[src/rtl/serial_a_paralelo_idle_sync_if.sv]
// Byte-side bundle of the IDLE-sync deserialiser: serial line in, aligned bytes and
// link status out.
interface serial_a_paralelo_idle_sync_if;
  logic       in_serial;
  logic [7:0] data_out;
  logic       valid_out;
  logic       active;
  logic       comma_out;

  modport master (
    output in_serial,
    input  data_out,
    input  valid_out,
    input  active,
    input  comma_out
  );

  modport slave (
    input  in_serial,
    output data_out,
    output valid_out,
    output active,
    output comma_out
  );
endinterface

[src/rtl/serial_a_paralelo_idle_sync.sv]
// Serial-to-byte receiver: hunts for the comma at any bit phase, confirms alignment
// over a run of commas, then delivers MSB-first bytes with one-cycle strobes.
module serial_a_paralelo_idle_sync #(
  parameter logic [7:0]  COMMA       = 8'hBC,
  parameter int unsigned COMMA_COUNT = 4
) (
  input  logic                          clk32f,
  input  logic                          reset,
  serial_a_paralelo_idle_sync_if.slave  bus
);

  localparam logic [1:0] ST_HUNT    = 2'd0;
  localparam logic [1:0] ST_ALIGNED = 2'd1;
  localparam logic [1:0] ST_LOCKED  = 2'd2;

  localparam logic [3:0] LOCK_RUN = 4'(COMMA_COUNT);

  function automatic logic is_comma(input logic [7:0] b);
    return b == COMMA;
  endfunction

  // Only the 7 most recent bits are stored; the 8th is the bit on the line now.
  logic [6:0] sr_q,        sr_d;
  logic [1:0] state_q,     state_d;
  logic [2:0] bit_cnt_q,   bit_cnt_d;
  logic [3:0] comma_cnt_q, comma_cnt_d;
  logic [7:0] data_q,      data_d;
  logic       valid_q,     valid_d;
  logic       active_q,    active_d;
  logic       comma_q,     comma_d;

  logic [7:0] byte_next;
  logic       boundary;
  logic       byte_is_comma;

  assign byte_next     = {sr_q, bus.in_serial};
  assign boundary      = (bit_cnt_q == 3'd7);
  assign byte_is_comma = is_comma(byte_next);

  always_comb begin
    sr_d        = byte_next[6:0];
    state_d     = state_q;
    bit_cnt_d   = bit_cnt_q;
    comma_cnt_d = comma_cnt_q;
    data_d      = data_q;
    active_d    = active_q;
    valid_d     = 1'b0;
    comma_d     = 1'b0;

    case (state_q)
      ST_HUNT: begin
        if (byte_is_comma) begin
          state_d     = ST_ALIGNED;
          bit_cnt_d   = 3'd0;
          comma_cnt_d = 4'd1;
        end
      end

      ST_ALIGNED: begin
        bit_cnt_d = bit_cnt_q + 3'd1;
        if (boundary) begin
          if (byte_is_comma) begin
            comma_cnt_d = comma_cnt_q + 4'd1;
            if (comma_cnt_q + 4'd1 == LOCK_RUN) begin
              state_d  = ST_LOCKED;
              active_d = 1'b1;
            end
          end else begin
            // The failing byte is not re-hunted; hunting resumes on the next bit.
            state_d     = ST_HUNT;
            comma_cnt_d = 4'd0;
            bit_cnt_d   = 3'd0;
          end
        end
      end

      ST_LOCKED: begin
        bit_cnt_d = bit_cnt_q + 3'd1;
        if (boundary) begin
          data_d = byte_next;
          if (byte_is_comma) begin
            comma_d = 1'b1;
          end else begin
            valid_d = 1'b1;
          end
        end
      end

      default: begin
        state_d     = ST_HUNT;
        bit_cnt_d   = 3'd0;
        comma_cnt_d = 4'd0;
        active_d    = 1'b0;
      end
    endcase
  end

  always_ff @(posedge clk32f or posedge reset) begin
    if (reset) begin
      sr_q        <= 7'd0;
      state_q     <= ST_HUNT;
      bit_cnt_q   <= 3'd0;
      comma_cnt_q <= 4'd0;
      data_q      <= 8'h00;
      valid_q     <= 1'b0;
      active_q    <= 1'b0;
      comma_q     <= 1'b0;
    end else begin
      sr_q        <= sr_d;
      state_q     <= state_d;
      bit_cnt_q   <= bit_cnt_d;
      comma_cnt_q <= comma_cnt_d;
      data_q      <= data_d;
      valid_q     <= valid_d;
      active_q    <= active_d;
      comma_q     <= comma_d;
    end
  end

  assign bus.data_out  = data_q;
  assign bus.valid_out = valid_q;
  assign bus.active    = active_q;
  assign bus.comma_out = comma_q;

endmodule

[src/flat_wrapper.sv]
// flat-port wrapper written by rule: the top's interface ports become plain ports
module serial_a_paralelo_idle_sync_flat 
#(
  parameter logic [7:0]  COMMA       = 8'hBC,
  parameter int unsigned COMMA_COUNT = 4
)
  (clk32f, reset, bus_in_serial, bus_data_out, bus_valid_out, bus_active, bus_comma_out);
  serial_a_paralelo_idle_sync_if bus_i ();
  input  logic clk32f;
  input  logic reset;
  input wire logic [$bits(bus_i.in_serial)-1:0] bus_in_serial;
  output wire logic [$bits(bus_i.data_out)-1:0] bus_data_out;
  output wire logic [$bits(bus_i.valid_out)-1:0] bus_valid_out;
  output wire logic [$bits(bus_i.active)-1:0] bus_active;
  output wire logic [$bits(bus_i.comma_out)-1:0] bus_comma_out;
  assign bus_i.in_serial = bus_in_serial;
  assign bus_data_out = bus_i.data_out;
  assign bus_valid_out = bus_i.valid_out;
  assign bus_active = bus_i.active;
  assign bus_comma_out = bus_i.comma_out;
  serial_a_paralelo_idle_sync #(.COMMA(COMMA), .COMMA_COUNT(COMMA_COUNT)) u_core (.clk32f(clk32f), .reset(reset), .bus(bus_i));
endmodule
[config.mk]
export PLATFORM = sky130hd
export DESIGN_NAME = serial_a_paralelo_idle_sync_flat
export DESIGN_NICKNAME = d
export VERILOG_FILES = /design/src/rtl/serial_a_paralelo_idle_sync_if.sv /design/src/rtl/serial_a_paralelo_idle_sync.sv /design/src/flat_wrapper.sv
export SDC_FILE = /design/constraint.sdc
export NUM_CORES = 1
export LEC_CHECK = 0
export ABC_AREA = 0
export CELL_PAD_IN_SITES_DETAIL_PLACEMENT = 1
export CELL_PAD_IN_SITES_GLOBAL_PLACEMENT = 2
export CORE_MARGIN = 4
export CORE_UTILIZATION = 36
export CTS_CLUSTER_DIAMETER = 50
export DETAILED_ROUTE_END_ITERATION = 16
export PLACE_DENSITY_LB_ADDON = 0.1
export SYNTH_ARGS = -nofsm -noshare
export SYNTH_HDL_FRONTEND = slang
export SYNTH_SLANG_ARGS = --single-unit
[constraint.sdc]
create_clock -name clk32f -period 2.1 [get_ports clk32f]
set_input_delay 0.42 -clock clk32f [delete_from_list [all_inputs] [get_ports clk32f]]
set_output_delay 0.42 -clock clk32f [all_outputs]
set_load 0.005 [all_outputs]
==> out/metrics.csv <==
stage,metric,value,unit
status,status,"complete, no violations",
global_route,M2 GR Usage,0.226,
worst_setup_path,Setup crit end kind,flip-flop,
worst_setup_path,slowest CP cell,or4_1,
sta,Setup-failing EPs final,0,
clock_network,deepest clock path buffer count,2,
yosys,post-synth cell types,31,
clock_network,htree depth,1,
die,standard-cell rows,21,
die,core area,0.00334,mm²
global_route,GR peak layer,met2,
sta,RSZ-0062 raised after global routing,false,
yosys,Netlist Area Pre-Place,0.00124,mm²
sta,Final period util,0.819,
cells_and_area,final core utilization,0.449,
worst_setup_path,"Req. time, crit path",2.39,ns
yosys,Synth Register Bits,27,
place,Routability Congestion,0.826,
routing,wire per inst,16.0,µm
worst_setup_path,"critical path, cell by cell",inv_1 -> ha_1 -> a21o_1 -> or4_1 -> o21ai_1,
sta,Tmin final,1.72,ns
global_route,vias in the first global route,990,
sta,Worst-Margin Slew,0.491,ns
die,die area,0.00446,mm²
sta,setup_tns,0,ns
global_route,grt total ovfl,0,
worst_setup_path,CP top delay family,simple AND/OR/NAND/NOR gates,
sta,"Slew Viols, Final",0,
power,power per unit of standard cell area,625,mW/mm²
routing,drt total wl,2750,µm
place,placed cell count,168,
place,Final HPWL DP,2050,µm
clock_network,Inserted Clock Buffers,3,
sta,Fin. Hold Viols,0,
routing,vias per inst,5.15,
global_route,GRT Total Usage,0.149,
worst_setup_path,Worst EP arrival,2.01,ns
routing,"antenna viol nets, final",0,
routing,detailed-route via count,885,
die,Initial Utilization,0.373,
worst_setup_path,R2R setup slack,0.38,ns
global_route,largest net degree at the start of global routing,28,
die,die height,66.8,µm
sta,clock skew,0.00573,ns
hold_path,Worst Hold Class,in -> async,
sta,hold_ws,0.414,ns
clock_network,clock sink count,27,
flow_run,Max Cap Viol,0,
yosys,net count after synthesis,114,
cells_and_area,Area growth syn-to-layout,20.5,%
place,DP Worst Slack,0.0531,ns
global_route,met1 Usage GRT,0.205,
clock_network,hold_buf cts,0,
global_route,GR met3 Demand/Resource,0.0253,
yosys,"Seq/Total Area, Yosys",0.543,
sta,highest clock rate,581,MHz
power,Leak,0.000668,µW
die,number of top-level pins,14,
worst_setup_path,CP bufs+invs,1,
routing,1st-pass router iterations,4,
cells_and_area,number of diodes,0,
global_route,global-route wire length before repair,4920,µm
yosys,Synth Flop Type,dfrtp_1,
yosys,Post-synth ARST share,1.00,
routing,DRC errors left,0,
clock_network,Post-CTS Setup Bufs,0,
cells_and_area,layout cells sized above 1,0.159,
clock_network,post-cts sizing count,0,
worst_setup_path,CP peak stage delay,0.49,ns
yosys,Post-synth EDFFs,0,
yosys,Yosys Warn Count,0,
place,IO Port Bufs,13,
die,Die Span X,66.8,µm
yosys,Syn Area/Cell,12.0,µm²
sta,final worst setup slack,0.380,ns
power,VDD IR max,0.000348,V
global_route,initial antenna violation count,0,
clock_network,clk_lat worst skew,0.34,ns
clock_network,Worst-path clk slew,0.16,ns
sta,slew margin rel.,0.668,
yosys,post-synthesis cell count,104,
cells_and_area,Nets,137,
worst_setup_path,CP Max Fanout,7,
cells_and_area,"non-filler cells, final",172,
routing,Starting DRT DRC Count,76,
clock_network,CTS tree,done,
worst_setup_path,Setup CP Type,reg -> reg,
worst_setup_path,crit path launch type,flip-flop,
clock_network,root buffer cell,clkbuf_4,
[sequential cells by signal, indices dropped and copies added (netlist names)]
signal	flops
u_core.bit_cnt_q	3
u_core.bus.data_out	8
u_core.bus.valid_out	1
u_core.comma_cnt_q	4
u_core.bus.comma_out	1
u_core.state_q	2
u_core.sr_q	7
u_core.bus.active	1
[cells in the final DEF, fill, tap and decap left out, types with 2 or more instances in the layout]
master / n
dfrtp_1: 27
clkdlybuf4s50_1: 13
nand2_1: 8
mux2_2: 8
ha_1: 7
nor2_1: 6
o21ai_0: 6
inv_1: 5
buf_4: 5
nand2b_1: 4
o21ai_1: 3
a21oi_1: 3
o31ai_1: 3
nand4_1: 3
clkbuf_4: 3
nor3_1: 2
nor4_1: 2
[report_power, final]
part / internal, µW / leakage [µW] / switching [µW]
combinational: 57.9 / 0.000297 / 70.8
sequential: 541 / 0.000358 / 21.1
clock: 73.2 / 0.0000139 / 172
total: 672 / 0.000668 / 264
[worst min-delay path: stages]
cell and delay [ns]:
clkdlybuf4s50_1 0.40, inv_1 0.05, buf_4 0.31
[cells by family after synthesis]
| kind of cell | Yosys count | synth area share |
|---|---|---|
| adder cells (fa/ha/maj) | 7 | 0.0704 |
| buffers and inverters | 5 | 0.0151 |
| flip-flops | 27 | 0.543 |
| AO/OA/AOI/OAI | 23 | 0.120 |
| AND/OR/NAND/NOR | 34 | 0.179 |
| multiplexers | 8 | 0.0724 |
[metrics by stage]
stage,area (µm²),power (µW)
3_5_place_dp,1470,704
6_report,1500,937
2_1_floorplan,1240,640
3_3_place_gp,1470,700
5_1_grt,1500,989
4_1_cts,1500,947
[cell type report]
type / count / area (µm²)
inverters: 5 / 18.8
well taps: 46 / 57.6
clock inverters: 1 / 7.51
fillers: 391 / 1840
multi-input cells: 72 / 549
repair buffers: 18 / 168
flip-flops and latches: 27 / 676
clock buffers: 3 / 22.5
[per-layer routing]
layer | vias to the layer above | share of wire
li1 | 426 | -
met3 | 4 | 0.030
met2 | 13 | 0.47
met5 | - | 0
met4 | 0 | 0.021
met1 | 442 | 0.48
[path summary, 6_finish.rpt]
check / to / startpoint / depth (start not counted)
max in group asynchronous: u_core.bus.data_out[0]$_DFFE_PP0P_ / reset / 3
worst max-delay path: u_core.bus.active$_DFFE_PP0P_ / u_core.state_q[0]$_DFFE_PP0P_ / 5
worst max register to register: u_core.bus.active$_DFFE_PP0P_ / u_core.state_q[0]$_DFFE_PP0P_ / 5
worst min-delay path: u_core.bus.active$_DFFE_PP0P_ / reset / 3
min in group clk32f: u_core.sr_q[6]$_DFF_PP0_ / u_core.sr_q[5]$_DFF_PP0_ / 0
worst min register to register: u_core.sr_q[6]$_DFF_PP0_ / u_core.sr_q[5]$_DFF_PP0_ / 0
[Yosys cell counts, types with 2 or more instances]
cell | instances | area, µm²
mux2_2 | 8 | 90.1
nor2_1 | 6 | 22.5
dfrtp_1 | 27 | 676
ha_1 | 7 | 87.6
o21ai_1 | 3 | 15.0
nand4_1 | 3 | 18.8
o21ai_0 | 6 | 30.0
nand2b_1 | 4 | 25.0
a21oi_1 | 3 | 15.0
o31ai_1 | 3 | 22.5
inv_1 | 5 | 18.8
nand2_1 | 8 | 30.0
nor4_1 | 2 | 12.5
nor3_1 | 2 | 10.0
(Power assumes the default switching activity.)
